### src/rtl/bus_timer_pkg.sv
`default_nettype none
// ============================================================================
// Module  : bus_timer_pkg
// Brief   : Shared constants, types and helpers for the bus timer peripheral
//           and its slave handshake logic.
// Revision: 1.0 - initial release
// ============================================================================
package bus_timer_pkg;

    // Word offsets inside the 256-byte slave window
    localparam logic [7:0] REG_CTRL     = 8'h00;
    localparam logic [7:0] REG_PRESCALE = 8'h02;
    localparam logic [7:0] REG_RELOAD   = 8'h04;
    localparam logic [7:0] REG_COUNT    = 8'h06;
    localparam logic [7:0] REG_STATUS   = 8'h08;

    // CTRL bit positions
    localparam int CTRL_EN   = 0;
    localparam int CTRL_AUTO = 1;
    localparam int CTRL_IE   = 2;

    // Slave handshake states
    typedef enum logic [0:0] {
        ST_IDLE = 1'b0,
        ST_ACK  = 1'b1
    } ack_state_e;

    // Byte-lane merge: each strobe replaces only its own half of the word
    function automatic logic [15:0] lane_merge(
        input logic [15:0] old_v,
        input logic [15:0] new_v,
        input logic        upper,
        input logic        lower
    );
        lane_merge = {upper ? new_v[15:8] : old_v[15:8],
                      lower ? new_v[7:0]  : old_v[7:0]};
    endfunction

endpackage
`default_nettype wire

### src/rtl/slave_ack_fsm.sv
`default_nettype none
// ============================================================================
// Module  : slave_ack_fsm
// Brief   : Generic strobe -> acknowledge handshake for a bus slave. Emits a
//           single-cycle commit pulse on the first strobe cycle of an access
//           and holds ack until the strobes are released.
// Revision: 1.0 - initial release
// ============================================================================
module slave_ack_fsm
    import bus_timer_pkg::*;
(
    input  logic clk,
    input  logic reset_n,
    input  logic strobe_i,
    output logic ack_o,
    output logic commit_o
);

    ack_state_e state_q;

    // Commit exactly once: only the IDLE cycle that sees the strobe
    assign commit_o = (state_q == ST_IDLE) && strobe_i;

    // Handshake state and registered acknowledge
    always_ff @(posedge clk) begin
        if (!reset_n) begin
            state_q <= ST_IDLE;
            ack_o   <= 1'b0;
        end else begin
            case (state_q)
                ST_IDLE: begin
                    if (strobe_i) begin
                        state_q <= ST_ACK;
                        ack_o   <= 1'b1;
                    end
                end
                ST_ACK: begin
                    if (!strobe_i) begin
                        state_q <= ST_IDLE;
                        ack_o   <= 1'b0;
                    end
                end
                default: begin
                    state_q <= ST_IDLE;
                    ack_o   <= 1'b0;
                end
            endcase
        end
    end

endmodule
`default_nettype wire

### src/rtl/bus_timer.sv
`default_nettype none
// ============================================================================
// Module  : bus_timer
// Brief   : 16-bit prescaled down-counting timer with auto-reload or one-shot
//           mode, sticky expiry flag and level interrupt, on a byte-laned
//           CPU slave port.
// Revision: 1.0 - initial release
// ============================================================================
module bus_timer
    import bus_timer_pkg::*;
#(
    parameter logic [15:0] PRESCALE_RST = 16'd0,
    parameter logic [15:0] RELOAD_RST   = 16'hFFFF
) (
    input  logic        clk,
    input  logic        reset_n,
    input  logic        rw,
    input  logic [7:0]  addr,
    input  logic        uds,
    input  logic        lds,
    input  logic [15:0] write,
    output logic [15:0] read,
    output logic        ack,
    output logic        irq
);

    logic        strobe;
    logic        commit;
    logic        wr_commit;
    logic        rd_commit;
    logic [7:0]  word_addr;
    logic        unused_addr0;

    logic [2:0]  ctrl_q,     ctrl_d;
    logic [15:0] prescale_q, prescale_d;
    logic [15:0] reload_q,   reload_d;
    logic [15:0] count_q,    count_d;
    logic [15:0] pcnt_q,     pcnt_d;
    logic        exp_q,      exp_d;
    logic        irq_q;
    logic [15:0] read_q,     read_d;

    logic        tick;
    logic        underflow;
    logic        wr_ctrl, wr_prescale, wr_reload, wr_count, wr_status;
    logic        w1c_exp;

    assign strobe       = uds | lds;
    assign word_addr    = {addr[7:1], 1'b0};
    assign unused_addr0 = addr[0];

    slave_ack_fsm u_ack_fsm (
        .clk      (clk),
        .reset_n  (reset_n),
        .strobe_i (strobe),
        .ack_o    (ack),
        .commit_o (commit)
    );

    assign wr_commit   = commit && !rw;
    assign rd_commit   = commit &&  rw;
    assign wr_ctrl     = wr_commit && (word_addr == REG_CTRL);
    assign wr_prescale = wr_commit && (word_addr == REG_PRESCALE);
    assign wr_reload   = wr_commit && (word_addr == REG_RELOAD);
    assign wr_count    = wr_commit && (word_addr == REG_COUNT);
    assign wr_status   = wr_commit && (word_addr == REG_STATUS);
    assign w1c_exp     = wr_status && lds && write[0];

    assign tick      = ctrl_q[CTRL_EN] && (pcnt_q == prescale_q);
    assign underflow = tick && (count_q == 16'd0);

    // Next-state for registers, prescaler and counter; CPU writes are applied
    // last so they take priority over same-cycle timer updates
    always_comb begin
        ctrl_d     = ctrl_q;
        prescale_d = prescale_q;
        reload_d   = reload_q;
        count_d    = count_q;
        pcnt_d     = pcnt_q;
        exp_d      = exp_q;

        if (!ctrl_q[CTRL_EN] || tick) begin
            pcnt_d = 16'd0;
        end else begin
            pcnt_d = pcnt_q + 16'd1;
        end

        if (tick) begin
            if (count_q != 16'd0) begin
                count_d = count_q - 16'd1;
            end else if (ctrl_q[CTRL_AUTO]) begin
                count_d = reload_q;
            end else begin
                count_d          = 16'd0;
                ctrl_d[CTRL_EN]  = 1'b0;
            end
        end

        // A set from a fresh underflow outranks the software clear
        if (w1c_exp) begin
            exp_d = 1'b0;
        end
        if (underflow) begin
            exp_d = 1'b1;
        end

        if (wr_ctrl && lds) begin
            ctrl_d = write[2:0];
        end
        if (wr_prescale) begin
            prescale_d = lane_merge(prescale_q, write, uds, lds);
        end
        if (wr_reload) begin
            reload_d = lane_merge(reload_q, write, uds, lds);
        end
        if (wr_count) begin
            count_d = lane_merge(count_q, write, uds, lds);
            pcnt_d  = 16'd0;
        end
    end

    // Read data mux, sampled only on the commit cycle of a read
    always_comb begin
        read_d = read_q;
        if (rd_commit) begin
            case (word_addr)
                REG_CTRL:     read_d = {13'd0, ctrl_q};
                REG_PRESCALE: read_d = prescale_q;
                REG_RELOAD:   read_d = reload_q;
                REG_COUNT:    read_d = count_q;
                REG_STATUS:   read_d = {15'd0, exp_q};
                default:      read_d = 16'd0;
            endcase
        end
    end

    // State registers; irq follows the updated flag and enable together
    always_ff @(posedge clk) begin
        if (!reset_n) begin
            ctrl_q     <= 3'd0;
            prescale_q <= PRESCALE_RST;
            reload_q   <= RELOAD_RST;
            count_q    <= 16'd0;
            pcnt_q     <= 16'd0;
            exp_q      <= 1'b0;
            irq_q      <= 1'b0;
            read_q     <= 16'd0;
        end else begin
            ctrl_q     <= ctrl_d;
            prescale_q <= prescale_d;
            reload_q   <= reload_d;
            count_q    <= count_d;
            pcnt_q     <= pcnt_d;
            exp_q      <= exp_d;
            irq_q      <= exp_d && ctrl_d[CTRL_IE];
            read_q     <= read_d;
        end
    end

    assign read = read_q;
    assign irq  = irq_q;

endmodule
`default_nettype wire

### config.mk
export PLATFORM = sky130hd
export DESIGN_NAME = bus_timer
export DESIGN_NICKNAME = d
export VERILOG_FILES = /design/src/rtl/bus_timer_pkg.sv /design/src/rtl/slave_ack_fsm.sv /design/src/rtl/bus_timer.sv
export SDC_FILE = /design/constraint.sdc
export NUM_CORES = 1
export LEC_CHECK = 0
export CORE_ASPECT_RATIO = 0.75
export CORE_MARGIN = 1.5
export CORE_UTILIZATION = 46
export DETAILED_ROUTE_END_ITERATION = 12
export PLACE_DENSITY = 0.67
export SYNTH_ARGS = -nofsm -noshare
export SYNTH_HDL_FRONTEND = slang
export SYNTH_SLANG_ARGS = --single-unit
### constraint.sdc
create_clock -name clk -period 3.01 [get_ports clk]
set_input_delay 0.602 -clock clk [delete_from_list [all_inputs] [get_ports clk]]
set_output_delay 0.602 -clock clk [all_outputs]
set_load 0.02 [all_outputs]
After elaboration in Yosys (flattened, before gate mapping)
Index checks and enable logic that the tools add are counted.
{"block": "classes", "addsub": 2, "eq_ne": 11, "n_mux": 17, "n_reduce_logical": 31, "n_bitwise": 3}
{"op": "case mux 16 bit (5 select lines)", "count": 1}
{"op": "two-way mux 16 bit", "count": 4}
{"op": "adder 16 x 1 -> 16 bit, second input constant", "count": 1}
{"op": "== test 16 bit", "count": 1}
{"op": "zero test 16 bit", "count": 1}
{"op": "two-way mux 8 bit", "count": 2}
{"op": "nonzero test 16 bit", "count": 1}
{"op": "subtractor 16 x 1 -> 16 bit, second input constant", "count": 1}
{"op": "== test 7 x 2 -> 1 bit, second input constant", "count": 2}
{"op": "logical AND 1 bit", "count": 14}
{"op": "AND reduction 2 bit", "count": 7}
{"op": "zero test 8 bit", "count": 1}
{"op": "two-way mux 1 bit", "count": 8}
{"op": "== test 7 x 1 -> 1 bit, second input constant", "count": 1}
{"op": "== test 7 x 3 -> 1 bit, second input constant", "count": 1}
{"op": "!= test 2 x 1 -> 1 bit, second input constant", "count": 3}
{"op": "!= test 2 bit, second input constant", "count": 3}
{"op": "nonzero test 2 bit", "count": 2}
{"op": "two-way mux 3 bit", "count": 1}
{"op": "AND reduction 3 bit", "count": 1}
{"op": "OR reduction 3 bit", "count": 1}
{"op": "zero test 1 bit", "count": 2}
{"op": "NOT 1 bit", "count": 2}
{"op": "case mux 1 bit (2 select lines)", "count": 1}
{"op": "2 further kinds", "count": 2}
{"block": "word_totals", "wordCells": 79, "register_bits": 87, "out_inout_bits": 18}

Longest topological paths before layout
Gate-level depths: netlist (run 1).
{"block": "logic_depth", "depth_word": 9, "depth_mapped": 10}

Hierarchy
A second synthesis (run 1) with hierarchy kept.
{"block": "unflattened", "hier_cells": 521, "hier_area_um2": 4486.8}
{"module": "bus_timer", "area_per_inst_um2": 4408.0, "cells_per_inst": 514, "n_inst": 1, "seq_area_each_um2": 1701.6}
{"module": "slave_ack_fsm", "area_per_inst_um2": 78.8, "cells_per_inst": 7, "n_inst": 1, "seq_area_each_um2": 40.0}

Worst setup path before layout (run 1)
OpenSTA, ideal clock, no wires.
{"block": "synth_timing", "path_type": "in2reg", "startpoint": "input port lds", "endpoint": "register count_q[15]", "t_required_ns": 2.895, "path_buffers": 1, "cell_stages": 9, "setup_slack_ns": 0.738, "arrival_ns": 2.157, "path_cell_list": "or2_2 ha_1 or3b_2 nor2_8 nand2_2 o22ai_4 buf_6 nor2_1 o21a_1"}
{"block": "synth_between", "elab_chain_cells": 6, "word_cells_on_any_way": 8, "classes_between": "eq/ne: 1; mux: 1; bitwise: 1; reduce/logical: 5"}
{"element": "start: declaration", "line_no": "bus_timer.sv:20", "text": "input logic lds,"}
{"element": "bitwise OR 1 bit (*)", "line_no": "bus_timer.sv:48", "text": "assign strobe = uds | lds;"}
{"element": "logical AND 1 bit (*)", "line_no": "slave_ack_fsm.sv:22", "text": "assign commit_o = (state_q == ST_IDLE) && strobe_i;"}
{"element": "logical AND 1 bit (*)", "line_no": "bus_timer.sv:60", "text": "assign wr_commit = commit && !rw;"}
{"element": "logical AND 1 bit (*)", "line_no": "bus_timer.sv:65", "text": "assign wr_count = wr_commit && (word_addr == REG_COUNT);"}
{"element": "!= test 2 bit (no line) or nonzero test 2 bit (tied branches)"}
{"element": "AND reduction 2 bit (no line)"}
{"element": "end signal: assignment", "line_no": "bus_timer.sv:152", "text": "count_q <= count_d;"}
{"element": "end: declaration", "line_no": "bus_timer.sv:37", "text": "logic [15:0] count_q, count_d;"}
Mark *: on every way between the ends. The rest lies on a longest branch, timed or not.
A chain may end at the register's enable or synchronous reset.

Worst setup path in the final report (run 1)
{"block": "layout_timing", "startpoint": "input port lds", "endpoint": "register count_q[0]"}
{"block": "layout_between", "elab_chain_cells": 6, "word_cells_on_any_way": 8, "classes_between": "eq/ne: 1; mux: 1; bitwise: 1; reduce/logical: 5"}
{"element": "bitwise OR 1 bit (*)", "line_no": "bus_timer.sv:48"}
{"element": "via strobe", "line_no": "bus_timer.sv:27", "text": "logic strobe;"}
{"element": "logical AND 1 bit (*)", "line_no": "slave_ack_fsm.sv:22"}
{"element": "logical AND 1 bit (*)", "line_no": "bus_timer.sv:60"}
{"element": "logical AND 1 bit (*)", "line_no": "bus_timer.sv:65"}
{"element": "!= test 2 bit (no line) or nonzero test 2 bit (tied branches)"}
{"element": "AND reduction 2 bit (no line)"}
The timed path passes the listed nets; every way through them passes the cells marked *.

==> flow_metrics.env, run 1 <==
export IMPL_power_frac_seq=0.455
export IMPL_die_w_um=120
export IMPL_slew_headroom=0.453
export IMPL_timing_rr_end="count_q[0]$_SDFFE_PN0P_"
export IMPL_yosysWarnings=0
export IMPL_critPathRequiredTime_ps=3300
export IMPL_internal_power_mw=2.00
export IMPL_cts_buffers=9
export IMPL_syn_inst=540
export IMPL_drv_slew=0
export IMPL_grt_pass1_vias=3882
export IMPL_rows=31
export IMPL_synthXorXnorAreaFrac=0.0745
export IMPL_ctsResizeCount=0
export IMPL_period_needed_ps=2640
export IMPL_core_area_um2=9810
export IMPL_path_cells="clkdlybuf4s50_1 > or2_2 > ha_1 > nor3b_1 > nand3_1 > nand2_1 > o21ai_2 > o211a_1 > o21a_1"
export IMPL_r2r_cells=9
export IMPL_root_buffer="clkbuf_16"
export IMPL_worstSkewPairLatency_ps=340
export IMPL_reg2reg_slack_ps=580
export IMPL_synth_top_family_by_area="simple AND/OR/NAND/NOR gates"
export IMPL_cp_max_fo=15
export IMPL_max_stage_delay_ps=560
export IMPL_layout_drive_gt1_share=0.122
export IMPL_syn_num_nets=573
export IMPL_yosysSeqAreaShare=0.370
export IMPL_period_share=0.876
export IMPL_die_h_um=90.6
export IMPL_hold_depth=1
export IMPL_ys_types=58
export IMPL_grt_overflow_total=0
export IMPL_clockBufferDepth=2
export IMPL_drt_initial_drc_count=313
export IMPL_synthAdderAreaFrac=0.0106
export IMPL_rsz0062_at_grt="no"
export IMPL_vias=4053
export IMPL_fmax_mhz=379
export IMPL_cp_slowest_cell="o21ai_2"
export IMPL_hold_class="reg -> reg"
export IMPL_clock_skew_ps=6.32
export IMPL_hold_viol=0
export IMPL_cap_violations=0
export IMPL_power_density_nw_per_um2=451
export IMPL_first_pass_iters=5
export IMPL_crit_arrival_ps=2920
export IMPL_postCtsSetupBuffers=0
export IMPL_p_clk_frac=0.480
export IMPL_hold_path_startpoint="pcnt_q[0]$_SDFF_PP0_"
export IMPL_wl_mm=12.2
export IMPL_synth_area_mux_share=0.0990
export IMPL_drc=0
export IMPL_synth_compound_area_frac=0.144
export IMPL_r2r_start="count_q[0]$_SDFFE_PN0P_"
export IMPL_dpl_hpwl_mm=8.89
export IMPL_run_status="finished, final reports clean"
export IMPL_design_die_area_um2=10800
export IMPL_swShare=0.211
export IMPL_grt_max_degree=39
export IMPL_final_util=0.574
export IMPL_antenna_found_initial=0
export IMPL_viasPerCell=5.63
export IMPL_final_setup_viol_count=0
export IMPL_start_kind="input port"
export IMPL_avgSynthCellArea_um2=8.71
export IMPL_tightest_slew_ps=820
export IMPL_path_clk_slew_ps=60
export IMPL_path_delay_family="compound AO/OA/AOI/OAI gates"
export IMPL_cts_sinks=87
export IMPL_postRouteAntennaNets=0
export IMPL_async_flop_share=0
export IMPL_nets=616
export IMPL_synth_area_um2=4700
export IMPL_grt_pass1_wl_mm=20.1
export IMPL_routabilityCongestion=0.904
export IMPL_crit_type="in -> reg"
export IMPL_power_switching_mw=0.534
export IMPL_grtUsageTotal=0.235
export IMPL_io_buffers=45
export IMPL_synth_flop_cell="dfxtp_1"
export IMPL_cts_htree_levels=3
export IMPL_area_growth_pct=19.7
export IMPL_diodes=0
export IMPL_end_kind="flip-flop"
export IMPL_synth_simple_gate_area_frac=0.253
export IMPL_initial_core_util=0.479
export IMPL_pwr_share_comb=0.065
export IMPL_holdPathEnd="pcnt_q[0]$_SDFF_PP0_"
export IMPL_cts_hold_buf=0
export IMPL_drt_wirelength_per_cell_um=16.9
export IMPL_ir_drop_uv=342
export IMPL_synth_edf_count=0
export IMPL_setup_tns_ps=0
export IMPL_cp_num_buf_inv=1
export IMPL_leakagePower_nw=2.32
export IMPL_ys_ff_latch=87
export IMPL_io_pins=47
export IMPL_cts_tree="done"
[cell type report]
| cell class | instances | area [µm²] |
|---|---|---|
| multi-input combinational | 407 | 2730 |
| clock inverter | 3 | 65.1 |
| timing repair buffer | 64 | 613 |
| inverter | 14 | 52.6 |
| fill | 886 | 4180 |
| tap | 132 | 165 |
| sequential | 87 | 1740 |
| clock buffer | 13 | 260 |
[worst max-delay path by stage]
stage	from	end	slack, ps	cells after the start
finish	lds	count_q[0]$_SDFFE_PN0P_	370	9
CTS	lds	count_q[1]$_SDFFE_PN0P_	400	9
global route	lds	count_q[5]$_SDFFE_PN0P_	150	9
floorplan	lds	count_q[15]$_SDFFE_PN0P_	740	9
global placement	lds	count_q[1]$_SDFFE_PN0P_	90	9
detailed placement	lds	count_q[1]$_SDFFE_PN0P_	50	9
[Yosys cell counts, types with 3 or more instances]
| master | instances | share of area |
|---|---|---|
| a21boi_0 | 11 | 0.018 |
| a21oi_1 | 12 | 0.013 |
| a22oi_1 | 15 | 0.024 |
| a31oi_1 | 7 | 0.0093 |
| and2_1 | 18 | 0.024 |
| and3_1 | 5 | 0.0067 |
| buf_2 | 7 | 0.0074 |
| buf_4 | 4 | 0.0064 |
| buf_6 | 3 | 0.0072 |
| clkbuf_1 | 15 | 0.012 |
| dfxtp_1 | 87 | 0.37 |
| ha_1 | 4 | 0.011 |
| inv_1 | 14 | 0.011 |
| mux2_2 | 13 | 0.031 |
| mux2i_1 | 24 | 0.051 |
| mux4_2 | 3 | 0.014 |
| nand2_1 | 72 | 0.057 |
| nand3_1 | 22 | 0.023 |
| nand3_2 | 6 | 0.013 |
| nand4_1 | 11 | 0.015 |
| nor2_1 | 33 | 0.026 |
| nor2b_1 | 15 | 0.020 |
| nor3_1 | 6 | 0.0064 |
| nor3b_1 | 3 | 0.0048 |
| nor4_1 | 8 | 0.011 |
| o211a_1 | 4 | 0.0085 |
| o21a_1 | 3 | 0.0048 |
| o21ai_0 | 14 | 0.015 |
| o21ai_1 | 21 | 0.022 |
| o221ai_1 | 3 | 0.0056 |
| or2_2 | 3 | 0.0040 |
| xnor2_1 | 16 | 0.030 |
| xor2_1 | 24 | 0.045 |
[logic make-up after synthesis]
group                      after synthesis
AOI/OAI and AO/OA                      102
and+or+nand+nor                        220
DFF                                     87
muxes                                   41
xor gates and xnor gates                40
adders and majority gates                4
buffers and inverters                   46
[power by group through the flow]
stage,logic [mW],clock network (mW),registers [mW]
floorplan,0.0792,0,1.18
global placement,0.163,0,1.18
detailed placement,0.164,0,1.18
CTS,0.165,1.24,1.16
global route,0.176,1.28,1.16
finish,0.165,1.22,1.16
[state kept, by name, indices dropped and copies added (netlist names)]
signal,count
count_q,16
ctrl_q,3
pcnt_q,16
read,16
u_ack_fsm.ack_o,1
irq,1
reload_q,16
prescale_q,16
exp_q,1
u_ack_fsm.state_q,1
[stage by stage]
stage               worst slack, ps  power [mW]  hold WS [ps]  cell area [µm²]  instances
floorplan                       738        1.26           440             4700        540
global placement               90.9        1.34           454             5300        704
detailed placement             54.1        1.35           469             5300        704
CTS                             399        2.56           481             5630        720
global route                    149        2.61           525             5630        720
finish                          373        2.54           480             5630        720
[cells in the final DEF, fill, tap and decap left out, types with 6 or more instances in the layout]
cell type        Yosys  layout
nand2_1             72      72
o21ai_1             21      21
nor4_1               8       8
nor2_1              33      33
a21oi_1             12      12
a22oi_1             15      15
o21ai_0             14      14
inv_1               14      14
nand3_2              6       6
mux2_2              13      13
nand4_1             11      11
a21boi_0            11      11
mux2i_1             24      24
nor3_1               6       6
xor2_1              24      24
nor2b_1             15      15
and2_1              18      18
a31oi_1              7       7
clkdlybuf4s50_1      0      44
clkbuf_16            0       9
xnor2_1             16      16
dfxtp_1             87      87
buf_4                4      17
nand3_1             22      22
[metal layers]
| layer | part of all wire | global-route usage | wire, µm |
|---|---|---|---|
| met5 | 0 | 0 | 0 |
| met1 | 0.49 | 0.329 | 5940 |
| met4 | 0.020 | 0.0804 | 245 |
| met2 | 0.43 | 0.352 | 5270 |
| met3 | 0.061 | 0.0600 | 739 |
No activity file was read; power rests on OpenSTA's default activity.
==> run 2: changes to the inputs <==
--- a/config.mk
+++ b/config.mk
@@ -5,7 +5,7 @@
 export SDC_FILE = /design/constraint.sdc
 export NUM_CORES = 1
 export LEC_CHECK = 0
-export CORE_ASPECT_RATIO = 0.75
+export CORE_ASPECT_RATIO = 1.75
 export CORE_MARGIN = 1.5
 export CORE_UTILIZATION = 46
 export DETAILED_ROUTE_END_ITERATION = 12
==> flow_metrics.env, run 2 (same netlist as run 1, synthesis figures left out) <==
export IMPL_run_status="finished, final reports clean"
export IMPL_drc=0
export IMPL_crit_type="in -> reg"
export IMPL_drt_wirelength_per_cell_um=17.3
export IMPL_ctsResizeCount=0
export IMPL_setup_tns_ps=0
export IMPL_slew_headroom=0.460
export IMPL_drt_initial_drc_count=226
export IMPL_die_h_um=137
export IMPL_wl_mm=12.5
export IMPL_instances_no_fill=721
export IMPL_initial_core_util=0.475
export IMPL_nets=624
export IMPL_leakagePower_nw=2.33
export IMPL_postCtsSetupBuffers=0
export IMPL_final_util=0.567
export IMPL_antenna_found_initial=0
export IMPL_core_area_um2=9910
export IMPL_hold_class="reg -> reg"
export IMPL_routabilityCongestion=0.872
export IMPL_grt_pass1_wl_mm=20.1
export IMPL_io_pins=47
export IMPL_grt_pass1_vias=3995
export IMPL_end_kind="flip-flop"
export IMPL_worstSkewPairLatency_ps=350
export IMPL_seq_area_um2=1740
export IMPL_period_share=0.876
export IMPL_cap_violations=0
export IMPL_final_common_cell="dfxtp_1"
export IMPL_placed_cells=705
export IMPL_grt_overflow_total=0
export IMPL_critPathRequiredTime_ps=3250
export IMPL_cts_sinks=87
export IMPL_clock_skew_ps=8.16
export IMPL_dpl_hpwl_mm=9.35
export IMPL_cts_hold_buf=0
export IMPL_viasPerCell=5.66
export IMPL_tightest_slew_ps=808
export IMPL_start_kind="input port"
export IMPL_cts_buffers=9
export IMPL_cts_tree="done"
export IMPL_fillers=962
export IMPL_design_die_area_um2=10900
export IMPL_period_needed_ps=2640
export IMPL_root_buffer="clkbuf_16"
export IMPL_power_frac_seq=0.484
export IMPL_power_density_nw_per_um2=424
export IMPL_multiInputGateArea_um2=2730
export IMPL_drv_slew=0
export IMPL_swShare=0.245
export IMPL_cts_htree_levels=3
export IMPL_timing_final_ws_setup_ps=372
export IMPL_pre_cts_ws_ps=18.2
export IMPL_hold_worst_slack_ps=476
export IMPL_pwr_share_comb=0.069
export IMPL_p_clk_frac=0.446
export IMPL_path_clk_slew_ps=70
export IMPL_crit_arrival_ps=2880
export IMPL_layout_drive_gt1_share=0.138
export IMPL_final_cell_mix="87 x dfxtp_1, 72 x nand2_1, 44 x clkdlybuf4s50_1, 33 x nor2_1, 26 x buf_4"
export IMPL_rows=48
export IMPL_rsz0062_at_grt="no"
export IMPL_io_buffers=45
export IMPL_die_w_um=79.4
export IMPL_first_pass_iters=4
export IMPL_internal_power_mw=1.80
export IMPL_grt_max_degree=33
export IMPL_cp_max_fo=15
export IMPL_final_setup_viol_count=0
export IMPL_power_switching_mw=0.584
export IMPL_diodes=0
export IMPL_vias=4079
export IMPL_fmax_mhz=379
export IMPL_clockBufferDepth=2
export IMPL_postRouteAntennaNets=0
export IMPL_grtUsageTotal=0.244
export IMPL_area_growth_pct=19.6
export IMPL_hold_viol=0
export IMPL_ir_drop_uv=314
## run 2: changes by cell type in the layout (fill, tap and decap cells not counted)
| cell | before | now |
|---|---|---|
| buf_4 | 17 | 26 |
| clkbuf_1 | 2 | 0 |
| bufinv_16 | 2 | 0 |
| clkinvlp_4 | 0 | 2 |
| clkbuf_8 | 2 | 0 |
| inv_6 | 0 | 3 |
| buf_12 | 2 | 1 |
| clkinv_4 | 0 | 1 |
## run 2: layout make-up
class / instances / share of cell area
clock inverters: 7 / 0.00979
well taps: 125 / 0.0278
flip-flops and latches: 87 / 0.310
clock buffers: 9 / 0.0401
inverters: 14 / 0.00935
repair buffers: 72 / 0.117
multi-input cells: 407 / 0.486
## run 2: path summary, 6_finish.rpt
kind | slack (ps) | start | to | depth (start not counted)
setup / recovery | 370 | lds | count_q[1]$_SDFFE_PN0P_ | 9
hold / removal | 480 | pcnt_q[0]$_SDFF_PP0_ | pcnt_q[0]$_SDFF_PP0_ | 1
setup reg to reg | 520 | count_q[0]$_SDFFE_PN0P_ | count_q[3]$_SDFFE_PN0P_ | 9
hold reg to reg | 480 | pcnt_q[0]$_SDFF_PP0_ | pcnt_q[0]$_SDFF_PP0_ | 1
## run 2: critical path: stages
cell             delay [ps]
clkdlybuf4s50_1         430
or2_2                   320
ha_1                    210
nor3b_1                 150
nand3_1                 110
nand2_1                 130
o21ai_2                 600
mux2i_1                 260
nor2b_1                  60
## run 2: power groups by stage
stage               Clock (mW)  Sequential [mW]  Combinational (mW)
floorplan                    0             1.18              0.0792
global placement             0             1.18               0.164
detailed placement           0             1.18               0.165
CTS                       1.08             1.16               0.165
global route              1.12             1.16               0.177
finish                    1.06             1.16               0.166
## run 2: per-stage QoR
stage | cell area [µm²] | power [mW]
4_1_cts | 5620 | 2.41
6_report | 5620 | 2.39
5_1_grt | 5620 | 2.46
2_1_floorplan | 4700 | 1.26
3_5_place_dp | 5340 | 1.35
3_3_place_gp | 5340 | 1.35
## run 2: routing by layer
layer  global-route usage  vias up  routed length (µm)
met1                0.276     1983                5150
met2                0.421       68                6500
li1                     -     2002                   -
met5                    0        -                   0
met3               0.0367       26                 344
met4                0.150        0                 473
==> run 3: changes to the inputs <==
--- a/config.mk
+++ b/config.mk
@@ -9,6 +9,7 @@
 export CORE_MARGIN = 1.5
 export CORE_UTILIZATION = 46
 export DETAILED_ROUTE_END_ITERATION = 12
+export HOLD_SLACK_MARGIN = 0.06
 export PLACE_DENSITY = 0.67
 export SYNTH_ARGS = -nofsm -noshare
 export SYNTH_HDL_FRONTEND = slang
==> constraint.sdc (replaced) <==
create_clock -name clk -period 3.01 [get_ports clk]
set_input_delay 0.602 -clock clk [delete_from_list [all_inputs] [get_ports clk]]
set_output_delay 0.602 -clock clk [all_outputs]
set_load 0.1 [all_outputs]
==> flow_metrics.env, run 3 (same netlist as run 1, synthesis figures left out) <==
export IMPL_run_status="finished, final reports clean"
export IMPL_swShare=0.239
export IMPL_power_density_nw_per_um2=442
export IMPL_setup_tns_ps=0
export IMPL_hold_depth=1
export IMPL_final_common_cell="dfxtp_1"
export IMPL_drt_initial_drc_count=322
export IMPL_cts_buffers=9
export IMPL_path_clk_slew_ps=60
export IMPL_period_share=0.867
export IMPL_drt_wirelength_per_cell_um=17.9
export IMPL_power_switching_mw=0.589
export IMPL_tightest_slew_ps=810
export IMPL_antenna_found_initial=0
export IMPL_dpl_hpwl_mm=9.37
export IMPL_r2r_cells=8
export IMPL_final_setup_viol_count=0
export IMPL_fmax_mhz=383
export IMPL_route_met3_wl_um=517
export IMPL_layout_drive_gt1_share=0.162
export IMPL_power_frac_seq=0.468
export IMPL_grt_pass1_wl_mm=20.2
export IMPL_end_kind="flip-flop"
export IMPL_cts_hold_buf=0
export IMPL_cap_violations=0
export IMPL_worstSkewPairLatency_ps=350
export IMPL_p_clk_frac=0.460
export IMPL_first_pass_iters=5
export IMPL_pwr_share_comb=0.072
export IMPL_cts_htree_levels=3
export IMPL_grt_max_degree=46
export IMPL_root_buffer="clkbuf_16"
export IMPL_finalInstanceArea_um2=5580
export IMPL_grt_overflow_total=0
export IMPL_rows=48
export IMPL_clock_skew_ps=6.96
export IMPL_nets=620
export IMPL_design_die_area_um2=10900
export IMPL_ir_drop_uv=333
export IMPL_cp_slowest_cell="or3b_2"
export IMPL_drv_slew=0
export IMPL_leakagePower_nw=2.36
export IMPL_ctsResizeCount=0
export IMPL_critPathRequiredTime_ps=3290
export IMPL_die_h_um=137
export IMPL_routabilityCongestion=0.880
export IMPL_cts_tree="done"
export IMPL_clockBufferDepth=2
export IMPL_final_cell_mix="87 x dfxtp_1, 72 x nand2_1, 39 x buf_4, 33 x nor2_1, 26 x clkdlybuf4s50_1"
export IMPL_core_area_um2=9910
export IMPL_wl_met1_mm=5.23
export IMPL_path_cells="clkdlybuf4s50_1 > or2_2 > ha_1 > or3b_2 > nor2_8 > nand2_2 > o22ai_4 > buf_4 > o21ai_1 > a31oi_1"
export IMPL_fillers=927
export IMPL_slew_headroom=0.460
export IMPL_drc=0
export IMPL_vias=4117
export IMPL_io_pins=47
export IMPL_die_w_um=79.4
export IMPL_postCtsSetupBuffers=0
export IMPL_top_layer="met4"
export IMPL_postRouteAntennaNets=0
export IMPL_area_growth_pct=18.6
export IMPL_grt_pass1_vias=3989
export IMPL_initial_core_util=0.475
export IMPL_met2_wirelength_mm=6.52
export IMPL_internal_power_mw=1.88
export IMPL_place_area_um2=5280
export IMPL_wl_mm=12.8
export IMPL_viasPerCell=5.74
export IMPL_crit_type="in -> reg"
export IMPL_period_needed_ps=2610
export IMPL_cp_max_fo=13
export IMPL_start_kind="input port"
export IMPL_io_buffers=45
export IMPL_crit_arrival_ps=2890
export IMPL_grtUsageTotal=0.243
export IMPL_hold_class="reg -> reg"
export IMPL_max_stage_delay_ps=550
export IMPL_rsz0062_at_grt="no"
export IMPL_hold_viol=0
export IMPL_diodes=0
export IMPL_cts_sinks=87
export IMPL_finalPower_mw=2.47
run 3: cell types whose count changed in the layout (fill, tap and decap cells not counted), sizes merged:
cell           previous run  this run
buf                      28        42
inv                      17        15
clkinv                    2         3
bufinv                    0         1
clkdlybuf4s50            44        26
run 3: per-layer routing:
layer / vias up / GRT usage
met5: - / 0
met4: 0 / 0.134
met3: 40 / 0.0433
met2: 105 / 0.418
met1: 1975 / 0.280
li1: 1997 / -
run 3: worst max-delay path: cells and delay by family:
kind | cells | cell delay [ps]
compound gates | 3 | 560
buf+inv | 2 | 680
fa+ha+maj | 1 | 170
simple gates | 4 | 860
run 3: area by class of cell:
cell class / count / area [µm²] / area share
Clock buffer: 9 / 225 / 0.0404
Clock inverter: 7 / 72.6 / 0.0130
Timing Repair Buffer: 68 / 598 / 0.107
Multi-Input combinational cell: 407 / 2730 / 0.490
Tap cell: 125 / 156 / 0.0280
Sequential cell: 87 / 1740 / 0.312
Inverter: 14 / 52.6 / 0.00942
run 3: final timing paths:
kind                                start                 endpoint  slack [ps]
setup / recovery                      uds  count_q[8]$_SDFFE_PN0P_         400
hold / removal       pcnt_q[0]$_SDFF_PP0_     pcnt_q[0]$_SDFF_PP0_         480
setup reg to reg  count_q[0]$_SDFFE_PN0P_  count_q[1]$_SDFFE_PN0P_         560
hold reg to reg      pcnt_q[0]$_SDFF_PP0_     pcnt_q[0]$_SDFF_PP0_         480
run 3: power by group through the flow:
stage | combinational [mW] | sequential (mW) | clock [mW]
final | 0.177 | 1.16 | 1.13
after global placement | 0.176 | 1.18 | 0
after CTS | 0.177 | 1.16 | 1.15
after floorplan | 0.0793 | 1.19 | 0
after global routing | 0.188 | 1.16 | 1.19
after detailed placement | 0.176 | 1.18 | 0
run 3: per-stage QoR:
| stage | utilization | worst slack, ps | hold slack (ps) | cells |
|---|---|---|---|---|
| 2_1_floorplan | - | 738 | 440 | 540 |
| 3_3_place_gp | 0.533 | 86.0 | 455 | 701 |
| 3_5_place_dp | 0.533 | 26.5 | 470 | 701 |
| 4_1_cts | 0.563 | 383 | 486 | 717 |
| 5_1_grt | 0.563 | 279 | 509 | 717 |
| 6_report | 0.563 | 400 | 483 | 717 |
==> RTL edit (flow settings as in run 3) <==
Register the output `irq` once more, cleared by the reset; this adds one clock of latency there. The other outputs are not delayed to match.
--- a/src/rtl/bus_timer.sv
+++ b/src/rtl/bus_timer.sv
@@ -158,7 +158,13 @@
     end
 
     assign read = read_q;
-    assign irq  = irq_q;
+    always_ff @(posedge clk) begin
+        if (!reset_n) begin
+            irq <= '0;
+        end else begin
+            irq <= irq_q;
+        end
+    end
 
 endmodule
 `default_nettype wire
Formal check against the unedited RTL: not equivalent (a bounded check fails within 4 cycles, from zero or initial values and one cycle with reset_n low).
==> RTL edit against run 3 <==
- sequential cell count rose by 1
- combinational power is 5% lower
- design area shrank 4.4%
- highest routed layer unchanged
- area after synthesis decreased by 5.3%
- die area is 5.2% lower
- global-route usage decreased by 0.55 points
- non-clock buffer count is 4 higher
- setup slack worse by 0.026 ns
- critical path depth fell by 1
- power is 4.3% lower
- critical endpoint is now count_q[10]
- wire length is 7.5% lower
==> RTL edit: results (changes against run 3) <==
| Metric | Value |
|---|---|
| Outcome | complete, no violations |
| Post-synth top cells | dfxtp_1 (88), nor2_1 (67), nand2_1 (55) |
| Port Buf Inserts | 45 (unchanged) |
| Largest net degree at the start of global routing | 30 (-35%) |
| Number of buffers created by CTS | 9 (unchanged) |
| Final nets | 609 (-1.8%) |
| Synth top area cells | dfxtp_1 (40%), xor2_1 (6.1%), a21oi_1 (5.7%) |
| DRC violation total after the first TritonRoute iteration | 289 (-10%) |
| TritonCTS clock tree | done |
| Post-CTS Setup Repair Bufs | 0 (unchanged) |
| Clock root cell | clkbuf_16 |
| Clk_lat worst skew | 0.34 ns |
| Crit-path max FO | 16 (+3) |
| Critical path arrival | 2.91 ns (+0.02 ns) |
| Hold WC Path Type | reg2reg |
| Vias per Instance | 5.67 (-1.3%) |
| Pre-antenna DRT Iters | 5 (unchanged) |
| Async set-reset flop share out of synthesis | 0% (unchanged) |
| Yosys cell types | 52 (-10%) |
| Number of global-route vias before repair | 3921 (-1.7%) |
| VDD IR-drop max | 443 uV (+33%) |
| Post-Syn Nets | 557 (-2.8%) |
| Final hold violation count | 0 (unchanged) |
| Post_cts resized | 0 (unchanged) |
| # diodes | 0 (unchanged) |
| DP Wirelength | 8.80 mm (-6.1%) |
| Gr usage total | 23.7% (-0.55 points) |
| First-pass GRT wire length | 19.2 mm (-4.9%) |
| Post-synth top flop | dfxtp_1 |
| Share of the yosys chip area belonging to registers | 39.6% (+2.5 points) |
| RD Place Congestion | 0.909 (+3.3%) |
| Layout cells sized above 1 | 14.1% (-2.1 points) |
| Setup Skew | 0.00760 ns (+0.000638 ns) |
| H-tree Lvls | 3 (unchanged) |
| Initial antenna violation count | 0 (unchanged) |
| Dpl ws | 0.0358 ns (+0.00931 ns) |
| Avg WL per Cell | 16.8 microns (-5.7%) |
| Ys Warns | 0 (unchanged) |
| Fillers | 924 (-0.32%) |
| Slew @ Worst Pin | 0.783 ns (-0.0266 ns) |
| Worst-path clk slew | 0.06 ns (about the same) |
| Static Leakage | 2.25 nW (-4.7%) |
| CTS max path bufs | 2 (unchanged) |
RTL edit: per-stage QoR:
step                      power (mW)  instances  instance area [sq um]  util, %  hold WS, ns
after global routing            2.44        703                   5330     56.7        0.470
after global placement          1.36        687                   5060     53.8        0.419
after floorplan                 1.28        524                   4450        -        0.412
final                           2.36        703                   5330     56.7        0.443
after CTS                       2.38        703                   5330     56.7        0.448
after detailed placement        1.36        687                   5060     53.8        0.433
RTL edit: cell families after synthesis:
| family | after synthesis | share of synthesized area, % |
|---|---|---|
| AND/OR/NAND/NOR | 203 | 22.1 |
| AO/OA/AOI/OAI | 110 | 15.0 |
| buffers and inverters | 39 | 4.02 |
| XOR/XNOR | 39 | 7.67 |
| adder cells (fa/ha/maj) | 4 | 1.12 |
| multiplexers | 41 | 10.4 |
| flip-flops | 88 | 39.6 |
RTL edit: area by class of cell:
| cell class | count | area [sq um] | area share [%] |
|---|---|---|---|
| Tap cell | 122 | 153 | 2.86 |
| Clock buffer | 13 | 250 | 4.69 |
| Inverter | 8 | 30.0 | 0.563 |
| Timing Repair Buffer | 72 | 608 | 11.4 |
| Sequential cell | 88 | 1760 | 33.0 |
| Clock inverter | 3 | 17.5 | 0.329 |
| Multi-Input combinational cell | 397 | 2510 | 47.1 |
RTL edit: path summary, 6_finish.rpt:
kind,from,slack [ns],depth (start not counted),end
hold reg to reg,irq_q,0.44,1,irq
setup / recovery,uds,0.37,9,count_q[10]
hold / removal,irq_q,0.44,1,irq
setup reg to reg,count_q[8],0.65,4,count_q[4]
RTL edit: routing by layer:
layer	part of all wire (%)	GRT usage [%]	wire length, microns
met1	41	27.6	4820
met2	52	41.8	6170
met3	4.8	4.18	569
met4	2.3	10.9	276
met5	0	0	0
RTL edit: worst max-delay path, stage by stage:
cell             delay, ns
clkdlybuf4s50_1       0.47
or2_2                 0.12
ha_1                  0.15
nor3b_1               0.30
and2_1                0.23
and3_1                0.57
buf_4                 0.23
a21oi_1               0.07
a21oi_1               0.15
RTL edit: power breakdown:
part / internal [mW] / total, mW / switching, mW
Sequential: 1.17 / 1.17 / 0.00205
Clock: 0.580 / 1.02 / 0.443
Combinational: 0.0743 / 0.169 / 0.0947
Total: 1.82 / 2.36 / 0.540
